## src/rtl/rollo_pkg.sv

```systemverilog
// rtl/rollo_pkg.sv - shared types and constants for the ROLLO ciphertext packer
//
// Purpose : FSM state encoding, tag word count and a constant-width helper used
//           by rollo_ct_packer and rollo_gearbox.
// Ports   : none (package).
package rollo_pkg;

  // Bit width needed to index 'value' items; never returns less than 1 so that
  // degenerate parameterisations still get a legal vector.
  function automatic int CLOG2(input int value);
    int r;
    r = 0;
    while ((1 << r) < value) r++;
    return (r < 1) ? 1 : r;
  endfunction

  typedef enum logic [2:0] {
    IDLE,
    READ,
    WAIT,
    DRAIN,
    FLUSH,
    TAG,
    FIN
  } state_t;

  localparam int TAG_WORDS = 16;

endpackage

```

## src/rtl/rollo_ct_packer_if.sv

```systemverilog
// rtl/rollo_ct_packer_if.sv - 32-bit valid/ready output stream of the ciphertext packer
//
// Purpose : bundles the packed output stream.
// Signals : out_data  - stream word
//           out_valid - word is presented
//           out_last  - final word of the stream
//           out_ready - consumer accepts when out_valid & out_ready
// Modports: master (packer side), slave (consumer side).
interface rollo_ct_packer_if;
  logic [31:0] out_data;
  logic        out_valid;
  logic        out_last;
  logic        out_ready;

  modport master (output out_data, output out_valid, output out_last, input out_ready);
  modport slave  (input out_data, input out_valid, input out_last, output out_ready);
endinterface

```

## src/rtl/rollo_gearbox.sv

```systemverilog
// rtl/rollo_gearbox.sv - shift accumulator converting IN_W-bit words to OUT_W-bit words
//
// Purpose : holds acc/cnt. A load ORs the new word in at bit offset cnt, a pop
//           drops the low OUT_W bits, a clear empties the accumulator.
// Ports   : clk, rst_b  - clock, async active-low reset
//           load_i      - place word_i at offset cnt_o
//           word_i      - IN_W-bit input word
//           pop_i       - shift out the low OUT_W bits
//           clear_i     - empty the accumulator (used after the flush word)
//           data_o      - low OUT_W bits, bits at or above cnt_o forced to zero
//           cnt_o       - number of valid bits held
module rollo_gearbox
  import rollo_pkg::*;
#(
  parameter int IN_W  = 332,
  parameter int OUT_W = 32,
  parameter int CW    = CLOG2(IN_W + OUT_W + 1)
) (
  input  logic             clk,
  input  logic             rst_b,
  input  logic             load_i,
  input  logic [IN_W-1:0]  word_i,
  input  logic             pop_i,
  input  logic             clear_i,
  output logic [OUT_W-1:0] data_o,
  output logic [CW-1:0]    cnt_o
);

  localparam int ACC_W = IN_W + OUT_W;

  logic [ACC_W-1:0] acc_q, acc_d;
  logic [CW-1:0]    cnt_q, cnt_d;
  logic [OUT_W-1:0] mask;

  // Loads only happen with cnt < OUT_W, so the shifted word always fits in
  // ACC_W bits. Bits above cnt are kept zero, which makes padding free.
  always_comb begin
    acc_d = acc_q;
    cnt_d = cnt_q;
    if (clear_i) begin
      acc_d = '0;
      cnt_d = '0;
    end else if (load_i) begin
      acc_d = acc_q | ({{OUT_W{1'b0}}, word_i} << cnt_q);
      cnt_d = cnt_q + CW'(IN_W);
    end else if (pop_i) begin
      acc_d = acc_q >> OUT_W;
      cnt_d = cnt_q - CW'(OUT_W);
    end
  end

  always_ff @(posedge clk or negedge rst_b) begin
    if (!rst_b) begin
      acc_q <= '0;
      cnt_q <= '0;
    end else begin
      acc_q <= acc_d;
      cnt_q <= cnt_d;
    end
  end

  // Explicit pad mask so a partial final word never leaks stale bits.
  always_comb begin
    mask = '0;
    for (int j = 0; j < OUT_W; j++) begin
      mask[j] = (CW'(j) < cnt_q);
    end
  end

  assign data_o = acc_q[OUT_W-1:0] & mask;
  assign cnt_o  = cnt_q;

endmodule

```

## src/rtl/rollo_ct_packer.sv

```systemverilog
// rtl/rollo_ct_packer.sv - repacks ROLLO-II ciphertext memory into a 32-bit stream
//
// Purpose : after start, reads DEPTH words of IN_W bits from the ciphertext
//           memory and emits them LSB-first as OUT_W-bit stream words, with a
//           zero-padded flush word if the bit total is not a multiple of OUT_W,
//           then pulses done.
// Macro   : ROLLO_CT_TAG_EN - when defined, a 512-bit tag sampled at start is
//           appended as 16 further words (word 0 = tag[31:0]).
// Ports   : clk, rst_b - clock, async active-low reset
//           start      - one-cycle pulse, honoured only in IDLE
//           ct_addr    - memory read address, zero whenever ct_rd is low
//           ct_rd      - read strobe
//           ct_din     - memory data, valid one cycle after ct_addr
//           tag_din    - SHA3 tag (unused without ROLLO_CT_TAG_EN)
//           out        - output stream (rollo_ct_packer_if.master)
//           busy       - high from the cycle after start until the end of done
//           done       - one-cycle pulse after the last word is accepted
module rollo_ct_packer
  import rollo_pkg::*;
#(
  parameter  int IN_W  = 332,
  parameter  int DEPTH = 48,
  parameter  int OUT_W = 32,
  localparam int AW    = CLOG2(DEPTH),
  localparam int TAG_W = TAG_WORDS * OUT_W
) (
  input  logic                clk,
  input  logic                rst_b,
  input  logic                start,
  output logic [AW-1:0]       ct_addr,
  output logic                ct_rd,
  input  logic [IN_W-1:0]     ct_din,
  input  logic [TAG_W-1:0]    tag_din,
  rollo_ct_packer_if.master   out,
  output logic                busy,
  output logic                done
);

  localparam int IW = CLOG2(DEPTH + 1);
  localparam int CW = CLOG2(IN_W + OUT_W + 1);
  localparam logic [CW-1:0] W_OUT = CW'(OUT_W);
  localparam logic [IW-1:0] N_CT  = IW'(DEPTH);

  // What follows the ciphertext (and flush word): the tag words or straight
  // to FIN. LAST_CT says whether the final ciphertext word carries out_last.
`ifdef ROLLO_CT_TAG_EN
  localparam state_t TAIL_ST = TAG;
  localparam logic   LAST_CT = 1'b0;
`else
  localparam state_t TAIL_ST = FIN;
  localparam logic   LAST_CT = 1'b1;
`endif
  localparam logic TAIL_VALID = (TAIL_ST == TAG);
  localparam logic TAIL_DONE  = (TAIL_ST == FIN);

  state_t         state_q;
  logic [IW-1:0]  idx_q;
  logic [AW-1:0]  ct_addr_q;
  logic           ct_rd_q;
  logic           valid_q;
  logic           last_q;
  logic           busy_q;
  logic           done_q;

  logic             hs;
  logic             gb_load, gb_pop, gb_clear;
  logic [OUT_W-1:0] gb_data;
  logic [CW-1:0]    gb_cnt;
  logic [CW-1:0]    cnt_nx;
  logic [CW-1:0]    cnt_ld;
  logic [IW-1:0]    idx_nx;

`ifdef ROLLO_CT_TAG_EN
  localparam int TIW = CLOG2(TAG_WORDS);
  logic [TAG_W-1:0] tag_q;
  logic [TIW-1:0]   tag_idx_q;
`else
  logic unused_tag;
  assign unused_tag = ^tag_din;
`endif

  assign hs       = valid_q & out.out_ready;
  assign gb_load  = (state_q == WAIT);
  assign gb_pop   = (state_q == DRAIN) && hs;
  assign gb_clear = ((state_q == FLUSH) && hs) || (state_q == IDLE);

  // cnt after the pending pop (DRAIN only, where cnt >= OUT_W) and after the
  // pending load (WAIT only); used to decide the next word's valid/last early.
  assign cnt_nx = gb_cnt - W_OUT;
  assign cnt_ld = gb_cnt + CW'(IN_W);
  assign idx_nx = idx_q + 1'b1;

  rollo_gearbox #(
    .IN_W (IN_W),
    .OUT_W(OUT_W),
    .CW   (CW)
  ) u_gearbox (
    .clk    (clk),
    .rst_b  (rst_b),
    .load_i (gb_load),
    .word_i (ct_din),
    .pop_i  (gb_pop),
    .clear_i(gb_clear),
    .data_o (gb_data),
    .cnt_o  (gb_cnt)
  );

  always_ff @(posedge clk or negedge rst_b) begin
    if (!rst_b) begin
      state_q   <= IDLE;
      idx_q     <= '0;
      ct_addr_q <= '0;
      ct_rd_q   <= 1'b0;
      valid_q   <= 1'b0;
      last_q    <= 1'b0;
      busy_q    <= 1'b0;
      done_q    <= 1'b0;
`ifdef ROLLO_CT_TAG_EN
      tag_q     <= '0;
      tag_idx_q <= '0;
`endif
    end else begin
      done_q <= 1'b0;
      case (state_q)
        IDLE: begin
          if (start) begin
            state_q   <= READ;
            busy_q    <= 1'b1;
            idx_q     <= '0;
            ct_rd_q   <= 1'b1;
            ct_addr_q <= '0;
`ifdef ROLLO_CT_TAG_EN
            tag_q     <= tag_din;
`endif
          end
        end
        READ: begin
          // Address is released as soon as the strobe drops: the top level
          // ORs the address buses of all memory clients.
          state_q   <= WAIT;
          ct_rd_q   <= 1'b0;
          ct_addr_q <= '0;
        end
        WAIT: begin
          state_q <= DRAIN;
          idx_q   <= idx_nx;
          valid_q <= 1'b1;
          last_q  <= LAST_CT && (idx_nx == N_CT) && (cnt_ld == W_OUT);
        end
        DRAIN: begin
          if (hs) begin
            if (cnt_nx >= W_OUT) begin
              last_q <= LAST_CT && (idx_q == N_CT) && (cnt_nx == W_OUT);
            end else if (idx_q < N_CT) begin
              state_q   <= READ;
              valid_q   <= 1'b0;
              last_q    <= 1'b0;
              ct_rd_q   <= 1'b1;
              ct_addr_q <= idx_q[AW-1:0];
            end else if (cnt_nx != '0) begin
              state_q <= FLUSH;
              last_q  <= LAST_CT;
            end else begin
              state_q <= TAIL_ST;
              valid_q <= TAIL_VALID;
              last_q  <= 1'b0;
              done_q  <= TAIL_DONE;
            end
          end
        end
        FLUSH: begin
          if (hs) begin
            state_q <= TAIL_ST;
            valid_q <= TAIL_VALID;
            last_q  <= 1'b0;
            done_q  <= TAIL_DONE;
          end
        end
`ifdef ROLLO_CT_TAG_EN
        TAG: begin
          if (hs) begin
            tag_q <= tag_q >> OUT_W;
            if (tag_idx_q == TIW'(TAG_WORDS - 1)) begin
              state_q   <= FIN;
              valid_q   <= 1'b0;
              last_q    <= 1'b0;
              done_q    <= 1'b1;
              tag_idx_q <= '0;
            end else begin
              tag_idx_q <= tag_idx_q + 1'b1;
              last_q    <= (tag_idx_q == TIW'(TAG_WORDS - 2));
            end
          end
        end
`endif
        FIN: begin
          // start is not looked at here, so a pulse coincident with done is dropped.
          state_q <= IDLE;
          busy_q  <= 1'b0;
          idx_q   <= '0;
        end
        default: state_q <= IDLE;
      endcase
    end
  end

`ifdef ROLLO_CT_TAG_EN
  assign out.out_data = (state_q == TAG) ? tag_q[OUT_W-1:0] : gb_data;
`else
  assign out.out_data = gb_data;
`endif
  assign out.out_valid = valid_q;
  assign out.out_last  = last_q;
  assign ct_addr       = ct_addr_q;
  assign ct_rd         = ct_rd_q;
  assign busy          = busy_q;
  assign done          = done_q;

endmodule

```

## src/flat_wrapper.sv

```systemverilog
// flat-port wrapper written by rule: the top's interface ports become plain ports
module rollo_ct_packer_flat import rollo_pkg::*;
#(
  parameter  int IN_W  = 332,
  parameter  int DEPTH = 48,
  parameter  int OUT_W = 32,
  localparam int AW    = CLOG2(DEPTH),
  localparam int TAG_W = TAG_WORDS * OUT_W
)
  (clk, rst_b, start, ct_addr, ct_rd, ct_din, tag_din, busy, done, out_out_data, out_out_valid, out_out_last, out_out_ready);
  rollo_ct_packer_if out_i ();
  input  logic clk;
  input  logic rst_b;
  input  logic start;
  output logic [AW-1:0] ct_addr;
  output logic ct_rd;
  input  logic [IN_W-1:0] ct_din;
  input  logic [TAG_W-1:0] tag_din;
  output logic busy;
  output logic done;
  output wire logic [$bits(out_i.out_data)-1:0] out_out_data;
  output wire logic [$bits(out_i.out_valid)-1:0] out_out_valid;
  output wire logic [$bits(out_i.out_last)-1:0] out_out_last;
  input wire logic [$bits(out_i.out_ready)-1:0] out_out_ready;
  assign out_out_data = out_i.out_data;
  assign out_out_valid = out_i.out_valid;
  assign out_out_last = out_i.out_last;
  assign out_i.out_ready = out_out_ready;
  rollo_ct_packer #(.IN_W(IN_W), .DEPTH(DEPTH), .OUT_W(OUT_W)) u_core (.clk(clk), .rst_b(rst_b), .start(start), .ct_addr(ct_addr), .ct_rd(ct_rd), .ct_din(ct_din), .tag_din(tag_din), .out(out_i), .busy(busy), .done(done));
endmodule
```

## config.mk

```make
export PLATFORM = sky130hd
export DESIGN_NAME = rollo_ct_packer_flat
export DESIGN_NICKNAME = d
export VERILOG_FILES = /design/src/rtl/rollo_pkg.sv /design/src/rtl/rollo_ct_packer_if.sv /design/src/rtl/rollo_gearbox.sv /design/src/rtl/rollo_ct_packer.sv /design/src/flat_wrapper.sv
export SDC_FILE = /design/constraint.sdc
export NUM_CORES = 2
export LEC_CHECK = 0
export BUFFER_PORTS_ARGS = -buffer_cell sky130_fd_sc_hd__buf_2
export CAP_MARGIN = 20
export CELL_PAD_IN_SITES_DETAIL_PLACEMENT = 2
export CELL_PAD_IN_SITES_GLOBAL_PLACEMENT = 2
export CORE_MARGIN = 5
export CORE_UTILIZATION = 37
export DETAILED_ROUTE_END_ITERATION = 10
export GPL_ROUTABILITY_DRIVEN = 0
export PLACE_DENSITY_LB_ADDON = 0.1
export SLEW_MARGIN = 15
export SYNTH_ARGS = -nofsm -noshare
export SYNTH_HDL_FRONTEND = slang
export SYNTH_SLANG_ARGS = --single-unit
export TNS_END_PERCENT = 10
```

## constraint.sdc

```tcl
create_clock -name clk -period 7.5 [get_ports clk]
set_clock_uncertainty 0.05 [all_clocks]
set_input_delay 1.5 -clock clk [delete_from_list [all_inputs] [get_ports clk]]
set_output_delay 1.5 -clock clk [all_outputs]
set_load 0.005 [all_outputs]
```

==> impl_results.md <==
* Status: completed
* Die ar. at 0.118 mm2
* Number of global-route vias before repair at 46,617
* Hold Crit Endpoint: u_core.u_gearbox.acc_q[35]
* Die Span Y at 344 um
* Measured slew at the worst slew-check pin at 1.30 ns
* Root buffer cell: clkbuf_16
* Htree depth at 2
* Req. time, crit path at 5.95 ns
* Layout area overhead at 11.0%
* Post-synth cell types at 92
* Clock power share at 9.1%
* IO Pins at 891
* Depth of the worst register-to-register path at 7
* CP arrival at 3.48 ns
* Mapped Cells at 4,437
* Final Hold Viols at 0
* Final #Nets at 5,375
* Total internal power at 0.0116 W
* Most frequent cells in the layout: 441 x nor2_1, 385 x dfrtp_1, 377 x buf_2
* DR iter-0 viols at 4,818
* First-pass GRT wire length at 362,000 um
* Critical Path Sink Type: primary output
* Flop-to-flop setup slack at 3.01 ns
* Synth Flop Type: dfrtp_1
* Reg power frac at 14.0%
* Register area share after synthesis at 23.7%
* Worst min-delay path class: reg -> reg
* Post-synth EDFFs at 0
* Drt wl/cell at 42.9 um
* Synth Area per Inst at 9.30 um2
* CTS tree: yes
* Antenna violations before repair at 29
* Final HPWL DP at 190,000 um
* Worst hold slack at 0.433 ns
* Net Sw Power at 0.0169 W
* Clock-pin slew on the worst setup and hold paths at 0.07 ns
* Top delay family on crit path: simple AND/OR/NAND/NOR gates
* Final period util at 67.1%
* Fmax at 199 MHz
* Slowest cell on the critical path: dfrtp_4
* Setup-failing EPs final at 0
* Share of layout cells above drive strength 1 at 28.6%
* FF+latch count, synth at 391
* Reg2reg start: u_core.u_gearbox.cnt_o[2]
* Global Route Usage Sum at 42.6%
* Chip width at 344 um
* Detail Route Antenna Nets at 0
* Drt total wl at 260,000 um
* Clk sinks at 391
* First-pass detailed-route iteration total at 6
* Core area at 0.111 mm2
* Net count after synthesis at 5,294
* Post-synth ARST share at 100%
* Maximum vdd ir drop at 304 uV
* Crit-path max FO at 22
* Max-slew violations at 0
* Clock Latency Late Sink at 0.64 ns
* Cell Area, Synth at 0.0413 mm2
* Vias per cell at 7.44
* Largest net degree at the start of global routing at 156
* Num CTS Buffers at 46
* Dominant cells by area after synthesis: dfrtp_1 24%, mux4_2 20%, mux2_2 7.5%
* GRT overflow at 0
* Max-Slew Margin vs Limit at 12.7%
* Static Leakage at 17.8 nW
* Critical path class: reg -> out
* Setup Buffers After CTS at 0
* Switch share at 59.2%
* Crit-path cells: and2_1 > nand2_1 > nand2_1 > and2_1 > buf_2
* Final Critical Period at 5.03 ns
* Max-cap violations at 0
* PwrDens at 623 mW/mm2
* Area leader, netlist: dfrtp_1
* Hold Crit Depth at 2
* Sum Neg Setup Slack at 0 ns
* WP buf/inv at 1
* Critical R2R Capture: u_core.u_gearbox.acc_q[174]
* Slowest cell delay on critical path at 0.83 ns
* # DRC at 0
* RSZ-0062 raised after global routing: no
* Row count at 122
* Startpoint types: flip-flop
* Comb power frac at 76.9%
* # resized after CTS at 0
* Via Count at 45,097
* Top cell type's share of synthesized area at 23.7%
* Post-CTS Hold Buffers at 0
* Synth warn at 0
* Clock Tree Buf Depth at 3
* PortBufs at 378
* Starting Density at 37.3%
* Most common cell after layout, fill and taps aside: nor2_1
* Worst hold start: u_core.u_gearbox.acc_q[35]
## cells by family after synthesis
logic type / after synthesis / share of synthesized area [%]
buffers and inverters: 493 / 5.53
DFF: 391 / 23.7
and+or+nand+nor: 1068 / 11.1
xor gates and xnor gates: 1 / 0.0212
AOI/OAI and AO/OA: 1551 / 25.2
muxes: 924 / 34.2
adders and majority gates: 9 / 0.273
## area by class of cell
class	instances	area (um2)
Fill cell	12145	64900
Multi-Input combinational cell	3553	29400
Sequential cell	391	9800
Timing Repair Buffer	495	2930
Tap cell	1488	1860
Clock buffer	65	1370
Clock inverter	19	272
Inverter	31	129
Antenna cell	20	50.0
## metrics by stage
step	cells	power (W)	utilization, %	setup WS [ns]	instance area (um2)
2_1_floorplan	4437	0.0165	-	3.05	41300
3_3_place_gp	5955	0.0245	39.8	2.99	44100
3_5_place_dp	5955	0.0250	39.8	2.94	44100
4_1_cts	6039	0.0276	41.3	2.52	45700
6_report	6062	0.0285	41.4	2.47	45800
5_1_grt	6049	0.0290	41.3	2.33	45800
## Yosys cell counts, types with 81 or more instances
cell	number
nor2_1	453
dfrtp_1	391
mux4_2	359
nand2_1	353
o21ai_0	345
a21oi_1	330
mux2i_1	285
mux2_2	275
clkbuf_1	270
o22ai_1	132
a22oi_1	103
buf_2	87
a221oi_1	81
nor3_1	81
## sequential cells by signal, summed over array words and instances (netlist names)
| register | count |
|---|---|
| u_core.u_gearbox.acc_q | 364 |
| u_core.u_gearbox.cnt_o | 7 |
| u_core.idx_q | 6 |
| u_core.out.out_valid | 1 |
| u_core.busy | 1 |
| u_core.ct_addr | 6 |
| u_core.done | 1 |
| u_core.state_q | 3 |
| u_core.out.out_last | 1 |
| u_core.ct_rd | 1 |
## worst min-delay path: cells and delay by family (launching register included)
| family | cells | cell delay [ns] |
|---|---|---|
| DFF | 1 | 0.34 |
| AOI/OAI and AO/OA | 1 | 0.06 |
| and+or+nand+nor | 1 | 0.05 |
## power by group through the flow
stage | logic, W | clock network, W | registers (W)
3_3_place_gp | 0.0205 | 0 | 0.00393
5_1_grt | 0.0223 | 0.00269 | 0.00404
6_report | 0.0219 | 0.00260 | 0.00399
4_1_cts | 0.0211 | 0.00260 | 0.00393
3_5_place_dp | 0.0210 | 0 | 0.00396
2_1_floorplan | 0.0131 | 0 | 0.00346
## worst max-delay path by stage
| stage | to | depth (start not counted) | slack (ns) | from |
|---|---|---|---|---|
| floorplan | out_out_data[10] | 11 | 3.05 | u_core.u_gearbox.cnt_o[5] |
| global placement | u_core.u_gearbox.acc_q[183] | 8 | 2.99 | ct_din[7] |
| detailed placement | u_core.u_gearbox.acc_q[224] | 8 | 2.94 | out_out_ready |
| CTS | out_out_data[8] | 8 | 2.52 | u_core.u_gearbox.cnt_o[5] |
| global route | out_out_data[8] | 8 | 2.33 | u_core.u_gearbox.cnt_o[5] |
| finish | out_out_data[27] | 5 | 2.47 | u_core.u_gearbox.cnt_o[3] |
## layer usage
layer / track usage [%] / share of wire [%] / vias to the layer above
met4: 41.6 / 12 / 12
met1: 46.5 / 34 / 23537
met2: 68.7 / 46 / 2753
li1: - / - / 17677
met5: 0 / 0.027 / -
met3: 8.36 / 7.5 / 1118
Power figures use the tool's default switching activity.
